--- src/rtl/tcb_lib_misalign_splitter.sv ---
// Splits misaligned MEMORY-mode TCB transfers into two aligned word transfers
// and merges the two read responses back into one subordinate response.
// Aligned transfers pass straight through with zero added latency.
module tcb_lib_misalign_splitter #(
  parameter  int unsigned ADR = 32,
  parameter  int unsigned BEN = 4,
  parameter  int unsigned DLY = 1,
  localparam int unsigned OFW = $clog2(BEN),
  localparam int unsigned SZW = $clog2(OFW + 1),
  localparam int unsigned DAT = 8 * BEN
) (
  input  logic           clk,
  input  logic           rst_n,
  // subordinate side (upstream converter)
  input  logic           sub_vld,
  output logic           sub_rdy_c,
  input  logic           sub_cmd,
  input  logic           sub_wen,
  input  logic           sub_ndn,
  input  logic [ADR-1:0] sub_adr,
  input  logic [SZW-1:0] sub_siz,
  input  logic [BEN-1:0] sub_ben,
  input  logic [DAT-1:0] sub_wdt,
  output logic [DAT-1:0] sub_rdt_c,
  output logic           sub_sts_c,
  // manager side (memory / peripheral)
  output logic           man_vld_c,
  input  logic           man_rdy,
  output logic           man_cmd_c,
  output logic           man_wen_c,
  output logic           man_ndn_c,
  output logic [ADR-1:0] man_adr_c,
  output logic [SZW-1:0] man_siz_c,
  output logic [BEN-1:0] man_ben_c,
  output logic [DAT-1:0] man_wdt_c,
  input  logic [DAT-1:0] man_rdt,
  input  logic           man_sts,
  // second part pending
  output logic           spl
);

  localparam int unsigned TAP = DLY - 1;

  if (DLY < 1) begin : g_dly_chk
    $error("tcb_lib_misalign_splitter: DLY must be at least 1");
  end

  typedef enum logic {IDLE, SECOND} state_t;

  state_t         state, state_nxt;
  logic [OFW-1:0] off, off_q;
  logic [BEN-1:0] low;
  logic           split;
  logic [ADR-1:0] base;
  logic           hs_fst, hs_snd;

  logic           trk_fst [DLY];
  logic           trk_snd [DLY];
  logic [OFW-1:0] trk_off [DLY];
  logic [DAT-1:0] rdt_buf;
  logic           sts_buf;

  // Fields that are identical in every part.
  assign man_cmd_c = sub_cmd;
  assign man_wen_c = sub_wen;
  assign man_ndn_c = sub_ndn;
  assign man_siz_c = sub_siz;
  assign man_wdt_c = sub_wdt;

  // Lanes below the address offset carry bytes of the following word.
  always_comb begin
    off = sub_adr[OFW-1:0];
    for (int i = 0; i < BEN; i++) low[i] = (OFW'(i) < off);
    split = (off != '0) && ((sub_ben & low) != '0);
    base  = {sub_adr[ADR-1:OFW], OFW'(0)};
  end

  // Next-state and request steering for the two-part sequence.
  always_comb begin
    state_nxt = state;
    man_vld_c = 1'b0;
    sub_rdy_c = 1'b0;
    man_adr_c = sub_adr;
    man_ben_c = sub_ben;
    hs_fst    = 1'b0;
    hs_snd    = 1'b0;
    case (state)
      IDLE: begin
        man_vld_c = sub_vld;
        if (split) begin
          man_adr_c = base;
          man_ben_c = sub_ben & ~low;
          hs_fst    = sub_vld & man_rdy;
          if (hs_fst) state_nxt = SECOND;
        end else begin
          sub_rdy_c = man_rdy;
        end
      end
      SECOND: begin
        man_vld_c = sub_vld;
        man_adr_c = base + ADR'(BEN);
        man_ben_c = sub_ben & low;
        sub_rdy_c = man_rdy;
        hs_snd    = sub_vld & man_rdy;
        if (hs_snd) state_nxt = IDLE;
      end
      default: state_nxt = IDLE;
    endcase
    if (!rst_n) begin
      man_vld_c = 1'b0;
      sub_rdy_c = 1'b0;
      hs_fst    = 1'b0;
      hs_snd    = 1'b0;
    end
  end

  // State register, pending flag and latched offset.
  always_ff @(posedge clk or negedge rst_n) begin
    if (!rst_n) begin
      state <= IDLE;
      spl   <= 1'b0;
      off_q <= '0;
    end else begin
      state <= state_nxt;
      spl   <= (state_nxt == SECOND);
      if (hs_fst) off_q <= off;
    end
  end

  // In-flight tracker: marks which response cycles belong to split parts.
  always_ff @(posedge clk or negedge rst_n) begin
    if (!rst_n) begin
      for (int i = 0; i < DLY; i++) begin
        trk_fst[i] <= 1'b0;
        trk_snd[i] <= 1'b0;
        trk_off[i] <= '0;
      end
    end else begin
      trk_fst[0] <= hs_fst;
      trk_snd[0] <= hs_snd;
      trk_off[0] <= off_q;
      for (int i = 1; i < DLY; i++) begin
        trk_fst[i] <= trk_fst[i-1];
        trk_snd[i] <= trk_snd[i-1];
        trk_off[i] <= trk_off[i-1];
      end
    end
  end

  // Hold the first-part response until the second part returns.
  always_ff @(posedge clk or negedge rst_n) begin
    if (!rst_n) begin
      rdt_buf <= '0;
      sts_buf <= 1'b0;
    end else if (trk_fst[TAP]) begin
      rdt_buf <= man_rdt;
      sts_buf <= man_sts;
    end
  end

  // Response merge: upper lanes from the first word, lower lanes live.
  always_comb begin
    sub_rdt_c = man_rdt;
    sub_sts_c = man_sts;
    if (trk_snd[TAP]) begin
      for (int i = 0; i < BEN; i++) begin
        if (OFW'(i) >= trk_off[TAP]) sub_rdt_c[8*i +: 8] = rdt_buf[8*i +: 8];
      end
      sub_sts_c = sts_buf | man_sts;
    end
  end

endmodule
--- config.mk ---
export PLATFORM = sky130hd
export DESIGN_NAME = tcb_lib_misalign_splitter
export DESIGN_NICKNAME = d
export VERILOG_FILES = /design/src/rtl/tcb_lib_misalign_splitter.sv
export SDC_FILE = /design/constraint.sdc
export NUM_CORES = 1
export LEC_CHECK = 0
export ABC_AREA = 0
export CAP_MARGIN = 20
export CORE_AREA = 2 2 109 79
export DETAILED_ROUTE_END_ITERATION = 7
export DIE_AREA = 0 0 111 81
export PLACE_DENSITY = 0.86
export SYNTH_ARGS = -nofsm -noshare
export SYNTH_HDL_FRONTEND = slang
export SYNTH_SLANG_ARGS = --single-unit
--- constraint.sdc ---
create_clock -name clk -period 3.65 [get_ports clk]
set_input_delay 0.365 -clock clk [delete_from_list [all_inputs] [get_ports clk]]
set_output_delay 0.365 -clock clk [all_outputs]
set_load 0.05 [all_outputs]
==> key figures <==
Run status
  • Outcome: finished clean

Min path
  • Hold crit path type: in2async

Setup path
  • Worst R2R Start: state$_DFF_PN0_
  • WP data required: 3.28 ns
  • Worst path arrival time: 3.00 ns
  • R2r setup slk: 2.10 ns
  • FF-to-FF End: off_q[0]$_DFFE_PN0P_
  • CP Class: in2out
  • CP Capture Type: output port
  • CP max FO: 9
  • CP startpoint kind: primary input
  • Reg2Reg Depth: 3

Layout
  • Register Area: 1000 µm²
  • Multi-input combinational cell area: 1540 µm²
  • Layout cells sized above 1: 23.4%
  • Fin nets: 486
  • Area grow syn2layout: 50.7%
  • Fillers: 725
  • Ant diodes: 0
  • Post-layout util: 53.3%

Floorplan
  • Core area: 8090 µm²
  • Starting Density: 35.4%
  • IO Pins: 219
  • Die H: 81 µm
  • Standard-cell row count: 28
  • Die Wd: 111 µm
  • Die area: 8990 µm²

STA
  • Max Fclk: 0.297 GHz
  • Tightest Pin Transition: 0.533 ns
  • Clock Skew: 0.00216 ns
  • Final Max Tran Viols: 0
  • Max_slew headroom: 64.2%
  • Final setup viols: 0
  • Final Hold Fails: 0
  • Setup TNS: 0 ns
  • Min cycle time layout: 3.37 ns
  • Unrepaired setup endpoints after global routing: false
  • Final period util: 92.3%

Routing
  • Post-route antenna net violation count: 0
  • Drt via density: 5.02
  • Vias: 2,414
  • Avg WL per Cell: 16.4 µm
  • Final WL: 7880 µm
  • # DRC: 0
  • Initial DRC count: 105
  • TritonRoute pass-1 iters: 4

Clock tree
  • Htree depth: 2
  • Max Buffers Root-to-Sink: 2
  • Num CTS Buffers: 5
  • Resized cells post-CTS: 0
  • CTS tree: done
  • Number of clock sinks: 40
  • CTS root buffer: clkbuf_16
  • Clk_lat worst skew: 0.28 ns
  • Reg clk slew, reported paths: 0.06 ns
  • Hold_buf cts: 0
  • Post-CTS Setup Repair Bufs: 0

Global route
  • Initial antenna violation count: 0
  • Grt total ovfl: 0
  • Vias in the first global route: 2,418
  • Pin count of the biggest net entering global routing: 41
  • GRT Util Overall: 16.7%
  • Global-route wire length before repair: 12,200 µm

Run
  • Max-cap viol count: 0

Power and ir drop
  • Leakage: 1.66 nW
  • Switching power: 0.686 mW
  • Pint: 1.31 mW
  • Register share of total power: 35.7%
  • Clock Power Share: 24.7%
  • Logic pwr share: 39.6%
  • Switching share of power: 34.3%
  • Maximum VDD drop: 246 µV
  • Power Dens Cells: 464 nW/µm²

Logic synthesis
  • Syn nets: 377
  • Top post-synthesis cells by area: dfrtp_1 35%, mux2_2 27%, buf_4 9.7%, xnor2_1 8.0%, nand4_1 2.6%
  • Gate Count Post-Synth: 266
  • Sequential share of the synthesized area: 35.0%
  • Yosys warning count: 0
  • Mapped Avg Cell Area: 10.8 µm²
  • Share of the synthesized area in the top cell type: 35.0%
  • Synth unique cells: 33
  • Synthesized cell area: 2860 µm²
  • Dominant cell type by area after synthesis: dfrtp_1
  • Yosys reg bits: 40

Place
  • I/O Buffers: 144
  • HPWL after DPL: 6080 µm
  • Gpl congestion: 0.724
[power groups by stage]
stage               clock network [mW]  registers (mW)  logic, mW
finish                           0.493           0.714      0.792
global route                     0.529           0.735      0.836
CTS                              0.508           0.714      0.800
detailed placement                   0           0.721      0.794
global placement                     0           0.706      0.778
floorplan                            0           0.696      0.634
[per-stage QoR]
stage	power [mW]	worst slack [ns]	area, µm²	hold slack, ns	std cells
6_report	2.00	0.280	4310	0.181	481
5_1_grt	2.10	0.121	4310	0.255	481
3_5_place_dp	1.52	0.322	4150	0.380	473
3_3_place_gp	1.48	0.396	4150	0.369	473
2_1_floorplan	1.33	0.890	2860	0.0694	266
4_1_cts	2.02	0.308	4310	0.205	481
[critical path, cell delays in order]
cell             delay [ns]
clkdlybuf4s50_1        0.58
nand4_1                0.26
nor4_4                 0.54
nand4_1                0.18
xnor2_1                0.23
clkdlybuf4s50_1        0.84
[how the worst max path moves through the flow]
stage,startpoint,end,depth (start not counted)
detailed placement,sub_adr[13],man_adr_c[30],6
floorplan,state$_DFF_PN0_,man_ben_c[0],4
global placement,sub_adr[13],man_adr_c[24],6
global route,sub_adr[13],man_adr_c[28],6
finish,sub_adr[13],man_adr_c[24],6
CTS,sub_adr[13],man_adr_c[30],6
[synthesized netlist by cell type, drive strengths merged]
| master | n |
|---|---|
| mux2 | 69 |
| buf | 40 |
| dfrtp | 40 |
| xnor2 | 26 |
| nand2 | 14 |
| nand4 | 13 |
| nand3 | 10 |
| nor2 | 9 |
| and3 | 6 |
| clkbuf | 6 |
| and2 | 4 |
| nor4 | 4 |
| xor2 | 4 |
| a21oi | 3 |
| a21boi | 2 |
| a21o | 2 |
| and4 | 2 |
| o21a | 2 |
| o21ai | 2 |
| ha | 1 |
| inv | 1 |
| nand2b | 1 |
| nand3b | 1 |
| nand4b | 1 |
| nor2b | 1 |
| nor3 | 1 |
| or3 | 1 |
[flip-flops by register name, indices dropped and copies added, names as in the netlist]
register and count:
off_q 2, trk_snd 1, trk_fst 1, trk_off 2, rdt_buf 32, state 1
sts_buf 1
[cells by family (layout without fill, tap and decap cells)]
group	Yosys count	in the layout	synth area share, %
muxes	69	69	27.1
xor gates and xnor gates	30	30	9.18
DFF	40	40	35.0
AOI/OAI and AO/OA	11	11	2.58
and+or+nand+nor	68	68	14.6
buffers and inverters	47	157	11.1
adders and majority gates	1	1	0.437
[layout make-up]
class | count | share of cell area [%]
clock buffers | 5 | 2.90
clock inverters | 3 | 0.986
inverters | 1 | 0.0870
multi-input cells | 179 | 35.8
flip-flops and latches | 40 | 23.2
well taps | 105 | 3.05
repair buffers | 148 | 34.0
[cell usage in the layout (no fill, tap or decap), drive strengths merged]
cell,count
clkdlybuf4s50,143
mux2,69
dfrtp,40
xnor2,26
nand2,14
nand4,13
nand3,10
nor2,9
and3,6
clkbuf,5
buf,5
and2,4
xor2,4
nor4,4
a21oi,3
and4,2
o21ai,2
o21a,2
a21o,2
a21boi,2
inv,1
nand4b,1
nand3b,1
or3,1
nand2b,1
nor3,1
nor2b,1
ha,1
bufinv,1
clkinvlp,1
clkinv,1
[metal layers]
layer	global-route usage, %	vias up	share of wire [%]
li1	-	1123	-
met4	5.00	0	1.0
met2	28.0	117	48
met1	21.5	1163	43
met3	4.55	11	7.2
met5	0	-	0
(Power assumes the default switching activity.)
